[src/rtl/mult_arb_pkg.sv]
// Shared constants for mult_arbiter: FSM encodings, requester ids and
// grant-statistics counter sizing.
package mult_arb_pkg;

    localparam logic [1:0] IDLE = 2'd0;
    localparam logic [1:0] CALC = 2'd1;
    localparam logic [1:0] RESP = 2'd2;

    localparam logic REQ0 = 1'b0;
    localparam logic REQ1 = 1'b1;

    localparam int                STAT_W   = 16;
    localparam logic [STAT_W-1:0] STAT_MAX = 16'hFFFF;

    function automatic logic [STAT_W-1:0] sat_inc(input logic [STAT_W-1:0] v);
        return (v == STAT_MAX) ? v : v + 1'b1;
    endfunction

endpackage

[src/rtl/mult_arbiter_multiplier.sv]
// Purely combinational unsigned N_BITS x N_BITS multiplier with a full-width
// 2*N_BITS product.
module multiplier #(
    parameter int N_BITS = 4
) (
    input  logic [N_BITS-1:0]   x,
    input  logic [N_BITS-1:0]   y,
    output logic [2*N_BITS-1:0] s
);

    assign s = {{N_BITS{1'b0}}, x} * {{N_BITS{1'b0}}, y};

endmodule

[src/rtl/mult_arbiter.sv]
// Round-robin arbiter sharing one registered-in/registered-out multiplier
// between two valid/ready requesters. Define MULT_ARB_STATS_EN for grant counters.
module mult_arbiter
    import mult_arb_pkg::*;
#(
    parameter int N_BITS = 4
) (
    input  logic                clk,
    input  logic                rst,
    input  logic                req_valid_0,
    output logic                req_ready_0,
    input  logic [N_BITS-1:0]   x_0,
    input  logic [N_BITS-1:0]   y_0,
    input  logic                req_valid_1,
    output logic                req_ready_1,
    input  logic [N_BITS-1:0]   x_1,
    input  logic [N_BITS-1:0]   y_1,
    output logic                rsp_valid,
    output logic                rsp_id,
    output logic [2*N_BITS-1:0] rsp_s,
    input  logic                rsp_ready
`ifdef MULT_ARB_STATS_EN
    ,
    output logic [STAT_W-1:0]   gnt_cnt_0,
    output logic [STAT_W-1:0]   gnt_cnt_1
`endif
);

    logic [1:0]          state;
    logic                rr_ptr;
    logic [N_BITS-1:0]   op_x;
    logic [N_BITS-1:0]   op_y;
    logic                op_id;
    logic [2*N_BITS-1:0] mult_s;
    logic                idle;
    logic                accept;
    logic                gnt_id;

    multiplier #(.N_BITS(N_BITS)) u_mult (
        .x (op_x),
        .y (op_y),
        .s (mult_s)
    );

    // NOTE: every signal is assigned at the top of the block on every pass,
    // so no path can leave one unassigned and no latch is inferred.
    always_comb begin
        idle        = (state == IDLE) && !rst;
        req_ready_0 = idle && req_valid_0 && (!req_valid_1 || rr_ptr == REQ0);
        req_ready_1 = idle && req_valid_1 && (!req_valid_0 || rr_ptr == REQ1);
        accept      = req_ready_0 || req_ready_1;
        gnt_id      = req_ready_1 ? REQ1 : REQ0;
    end

    assign rsp_valid = (state == RESP);

    // NOTE: sequential state uses non-blocking assignments so every register
    // samples pre-edge values regardless of statement order.
    always_ff @(posedge clk) begin
        if (rst) begin
            state  <= IDLE;
            rr_ptr <= REQ0;
            op_x   <= '0;
            op_y   <= '0;
            op_id  <= REQ0;
            rsp_id <= REQ0;
            rsp_s  <= '0;
        end else begin
            case (state)
                IDLE: begin
                    if (accept) begin
                        op_x   <= (gnt_id == REQ1) ? x_1 : x_0;
                        op_y   <= (gnt_id == REQ1) ? y_1 : y_0;
                        op_id  <= gnt_id;
                        rr_ptr <= ~gnt_id;
                        state  <= CALC;
                    end
                end
                CALC: begin
                    rsp_s  <= mult_s;
                    rsp_id <= op_id;
                    state  <= RESP;
                end
                RESP: begin
                    if (rsp_ready) state <= IDLE;
                end
                default: state <= IDLE;
            endcase
        end
    end

`ifdef MULT_ARB_STATS_EN
    always_ff @(posedge clk) begin
        if (rst) begin
            gnt_cnt_0 <= '0;
            gnt_cnt_1 <= '0;
        end else begin
            if (req_ready_0) gnt_cnt_0 <= sat_inc(gnt_cnt_0);
            if (req_ready_1) gnt_cnt_1 <= sat_inc(gnt_cnt_1);
        end
    end
`endif

endmodule
[config.mk]
export PLATFORM = sky130hd
export DESIGN_NAME = mult_arbiter
export DESIGN_NICKNAME = d
export VERILOG_FILES = /design/src/rtl/mult_arb_pkg.sv /design/src/rtl/mult_arbiter_multiplier.sv /design/src/rtl/mult_arbiter.sv
export SDC_FILE = /design/constraint.sdc
export NUM_CORES = 1
export LEC_CHECK = 0
export BUFFER_PORTS_ARGS = -buffer_cell sky130_fd_sc_hd__buf_2
export CAP_MARGIN = 40
export CORE_UTILIZATION = 40
export DETAILED_ROUTE_END_ITERATION = 8
export GPL_ROUTABILITY_DRIVEN = 0
export PLACE_DENSITY = 0.75
export SYNTH_ARGS = -nofsm -noshare
export SYNTH_HDL_FRONTEND = slang
export SYNTH_SLANG_ARGS = --single-unit
[constraint.sdc]
create_clock -name clk -period 2.8 [get_ports clk]
set_input_delay 0.28 -clock clk [delete_from_list [all_inputs] [get_ports clk]]
set_output_delay 0.28 -clock clk [all_outputs]
set_load 0.03 [all_outputs]
; ---- Word level (Yosys, flattened, before mapping)
; Index checks and enable logic that the tools add are counted.
[totals]
reg_bits = 21
latch_bits = 0
ramBits = 0
rom_bits = 0
inputBits = 21
out_inout_bits = 12
elab_cells = 34
memories = 0
[op_classes]
addsub = 0
n_mul = 1
div_mod_pow = 0
magnitude_cmp = 0
n_eq_ne = 4
shift = 0
n_mux = 6
bitwise = 2
n_reduce_logical = 14
[ops]
columns = cell, n
row1 = 4-bit by 4-bit multiplier with 8-bit output, 1
row2 = 4-bit two-way mux, 2
row3 = 2-bit one-hot mux with 3 select lines, 1
row4 = 1-bit logical AND, 5
row5 = 2-bit two-way mux, 2
row6 = 2-bit AND reduction, 2
row7 = 1-bit logical NOT, 3
row8 = 1-bit logical OR, 3
row9 = 2-bit by 1-bit == test with 1-bit output (second input constant), 1
row10 = 2-bit == test (second input constant), 1
row11 = 2-bit logical NOT, 1
row12 = 2-bit by 1-bit inequality test with 1-bit output (second input constant), 1
row13 = 2-bit inequality test (second input constant), 1
row14 = 1-bit NOT, 2
row15 = 1-bit two-way mux, 1

; ---- Depth between registers and ports, before layout
[logic_depth]
ltp_word = 7
ltp_mapped = 8
depth_no_buf = 8

; ---- Modules after synthesis
; A second synthesis with hierarchy kept.
[hier_totals]
cells_unflattened = 161
hier_area_um2 = 1415.1
[by_module_without_submodules]
columns = module, instances, cells_per_inst, area_each_um2, seq_area_each_um2
row1 = mult_arbiter, 1, 110, 967.2, 420.4
row2 = multiplier, 1, 51, 447.9, 0.0

; ---- Worst setup path after synthesis
; Ideal clock, no wire load.
[synth_timing]
path_type = register to register
startpoint = reg op_x[0]
endpoint = reg rsp_s[7]
setup_time_ps = 121
arrival_ps = 2523
required_time_ps = 2679
setup_slack_ps = 156
stages_incl_launch_ff = 9
n_path_buf = 0
synth_period_minus_slack_ps = 2644
path_cell_list = dfxtp_1 -> nand2_1 -> fa_1 -> inv_1 -> fa_1 -> ha_1 -> a211oi_1 -> o2111ai_1 -> nor3b_1
[synth_via]
elab_chain_len = 1
[synth_lines]
columns = item, line_no
row1 = from (decl), mult_arbiter.sv:31  ; logic [N_BITS-1:0] op_x;
row2 = from (signal assigned), mult_arbiter.sv:72  ; op_x <= (gnt_id == REQ1) ? x_1 : x_0;
row3 = 4-bit by 4-bit multiplier with 8-bit output, mult_arbiter_multiplier.sv:11  ; assign s = {{N_BITS{1'b0}}, x} * {{N_BITS{1'b0}}, y};
row4 = to (signal assigned), mult_arbiter.sv:80  ; rsp_s <= mult_s;
row5 = to (decl), mult_arbiter.sv:20  ; output logic [2*N_BITS-1:0] rsp_s,
; Every way passes these cells.
; A chain may end at the register's enable or synchronous reset.

; ---- Worst setup path in the final report
; Ends and elaborated chain as after synthesis.

==> flow_metrics.tcl <==
set metrics [dict create \
    rows 21 \
    final_hold_viol_count 0 \
    muxShareOfSynthArea 0 \
    routed_wl_microns 2730 \
    ys_ff_latch 21 \
    design_area_sq_um 1600 \
    r2r-start "op_x[0]$_SDFFE_PP0P_" \
    r2r_cells 9 \
    io_pins 33 \
    crit_family "adder cells" \
    grt_max_degree 23 \
    antenna_found_initial 0 \
    fin_crit_ps 2570 \
    end_kind "flop" \
    vias 1229 \
    cp_cell_sequence "nand2_1, fa_1, inv_1, fa_1, ha_1, a211oi_2, buf_4, o2111ai_1, nor3b_1" \
    syn_to_final_growth_pct 15.1 \
    cp-endpoint "rsp_s[7]$_SDFFE_PP0N_" \
    crit_fanout 5 \
    setup_viol 0 \
    synth_compound_area_frac 0.216 \
    diodes 0 \
    final_util 0.479 \
    layout_setup_ws_ps 227 \
    cts_hold_buf 0 \
    cts-root-buf "clkbuf_4" \
    grt_setup_unrepaired "false" \
    netlist_area_sq_um 1390 \
    syn-instance-count 156 \
    die_x_microns 60.9 \
    start_kind "flop" \
    power_leakage_uw 0.000690 \
    slew_headroom 0.556 \
    cp_slowest_cell "fa_1" \
    fin_crit_sh 0.919 \
    core_area_sq_um 3340 \
    clockBufferDepth 2 \
    cts_setup_buffers 0 \
    seq_area_frac_synth 0.303 \
    cts_sinks 21 \
    grt_pass1_vias 1106 \
    finClkSkew_ps 2.85 \
    die_h_microns 60.9 \
    drt_iter0_drc 69 \
    cts_made_buffers 3 \
    drc 0 \
    htreeDepth 1 \
    routedWlPerCell_microns 11.9 \
    power_density_nw_per_um2 402 \
    slowest_delay_ps 530 \
    arrival_ps 2770 \
    r2r_slack_ps 230 \
    grt_overflow 0 \
    postRouteAntennaNets 0 \
    rr_endpoint "rsp_s[7]$_SDFFE_PP0N_" \
    initial_core_util 0.416 \
    critPathBufInv 2 \
    status "complete, no violations" \
    synth_top_family_by_area "simple AND/OR/NAND/NOR gates" \
    dp_hpwl_microns 2290 \
    fmax_ghz 0.389 \
    yosysTopAreaCellShare 0.303 \
    ys_warn_count 0 \
    min_path_type "input pin to flop" \
    clk_pin_slew_ps 120 \
    drt_pass1_iterations 4 \
    finalPower_uw 642 \
    final.setup.tns_ps 0 \
    cp_common_cell "fa_1" \
    synth_cell_types 35 \
    io_buffers 32 \
    required_ps 3000 \
    cap_violations 0 \
    worst-path-stages 9 \
    yosys.area_share.simple 0.252 \
    critPathLaunch "op_x[0]$_SDFFE_PP0P_" \
    drive_gt1_frac 0.240 \
    synth_top_area_cell "dfxtp_1" \
    avgSynthCellArea_sq_um 8.89 \
    cts_tree "built" \
    synth_adder_area_share 0.166 \
    ys_top_cells_by_area "dfxtp_1 30%, ha_1 11%, a21oi_1 6.1%, and2_1 5.9%, fa_1 5.8%" \
    clk-insertion-delay-late_ps 300 \
    max-vdd-ir-drop_v 0.000294 \
    vias_per_cell 5.37 \
    placed_area_sq_um 1560 \
    hold_depth 3 \
    n_fill_cell 347 \
    worstSetupPathType "flop to flop" \
    pre_cts_ws_ps 127 \
    drv_slew 0 \
    track_usage 0.168 \
    synth_nets 193 \
    worst_pin_slew_ps 665 \
    grt_pass1_wl_microns 4750 \
    final_nets 221 \
    synth_xor_area_frac 0.00631 \
    die_area_sq_um 3710 \
]
repair_timing:
action                     4_1_cts  5_1_grt
resized for setup                0        3
setup endpoints to repair        0        2
hold endpoints to repair         0        0
worst register-to-register path, cell delays in order, from the launching register on:
cell and delay (ps):
dfxtp_2 380, nand2_1 80, fa_1 530, inv_1 50, fa_1 490, ha_1 330
a211oi_2 170, buf_4 150, o2111ai_1 120, nor3b_1 170
placed cells by master (no fill, tap or decap), types with 3 or more instances in the layout:
master     n
o31ai_1    8
inv_1      4
and2_1    13
a311oi_1   8
nor2b_1    3
nand2_1   14
fa_1       4
nand3_1    5
ha_1      12
nand2b_1   3
a21oi_1   17
clkbuf_4   3
nand4_1    9
dfxtp_1   19
buf_2     32
worst min-delay path by stage:
stage | startpoint | slack (ps) | endpoint
floorplan | op_id$_SDFFE_PP0P_ | 430 | op_id$_SDFFE_PP0P_
global placement | rsp_s[0]$_SDFFE_PP0N_ | 440 | rsp_s[0]$_SDFFE_PP0N_
detailed placement | op_id$_SDFFE_PP0P_ | 440 | rsp_id$_SDFFE_PP0N_
CTS | rsp_ready | 230 | state[1]$_SDFFE_PP0P_
global route | x_0[0] | 220 | op_x[0]$_SDFFE_PP0P_
finish | y_0[3] | 240 | op_y[3]$_SDFFE_PP0P_
kinds of logic after synthesis:
| family | after synthesis |
|---|---|
| AOI/OAI and AO/OA | 42 |
| xor gates and xnor gates | 1 |
| adders and majority gates | 16 |
| buffers and inverters | 16 |
| DFF | 21 |
| and+or+nand+nor | 60 |
area by class of cell:
class / count / area [sq um] / area share
inverter: 5 / 18.8 / 0.0117
timing repair buffer: 34 / 175 / 0.110
clock buffer: 3 / 22.5 / 0.0141
tap: 46 / 57.6 / 0.0360
multi-input combinational: 119 / 893 / 0.559
clock inverter: 1 / 7.51 / 0.00470
sequential: 21 / 423 / 0.265
where the power goes:
group / internal, uW / total [uW] / switching (uW)
logic: 58.9 / 154 / 94.9
clock network: 54.4 / 147 / 92.4
registers: 321 / 341 / 20.2
total: 434 / 642 / 207
Yosys cell counts:
cell type / number
o21bai_1: 1
dfxtp_1: 21
ha_1: 12
buf_2: 6
clkinv_1: 1
a211oi_1: 2
xnor2_1: 1
o211ai_1: 1
a2111o_1: 1
nor3_4: 2
and2_1: 13
nor3_1: 2
nand2_1: 14
and3_1: 1
nand3_1: 5
o2111ai_1: 2
nand3b_1: 1
clkbuf_1: 3
buf_6: 1
a21oi_1: 17
clkbuf_4: 1
o311ai_2: 1
o31ai_1: 8
nor3b_1: 1
or3_1: 2
and2b_1: 1
nor2_1: 2
nand2b_1: 3
a311oi_1: 8
nor2b_1: 3
nand4_1: 9
or2_0: 1
o221ai_1: 1
inv_1: 4
fa_1: 4
metrics by stage:
step / hold WS (ps) / cells
after global placement: 440 / 225
final: 236 / 229
after floorplan: 432 / 156
after CTS: 232 / 229
after global routing: 222 / 229
after detailed placement: 445 / 225
state kept, by name, indices dropped and copies added, names as in the netlist:
name	cells
rsp_id	1
rsp_s	8
op_x	4
rr_ptr	1
op_id	1
op_y	4
state	2
per-layer routing:
| layer | vias to the layer above | global-route usage | wire length (microns) |
|---|---|---|---|
| li1 | 638 | - | - |
| met1 | 543 | 0.223 | 1310 |
| met2 | 46 | 0.283 | 1240 |
| met3 | 2 | 0.0469 | 162 |
| met4 | 0 | 0.0162 | 22 |
| met5 | - | 0 | 0 |
Power figures use the tool's default switching activity.
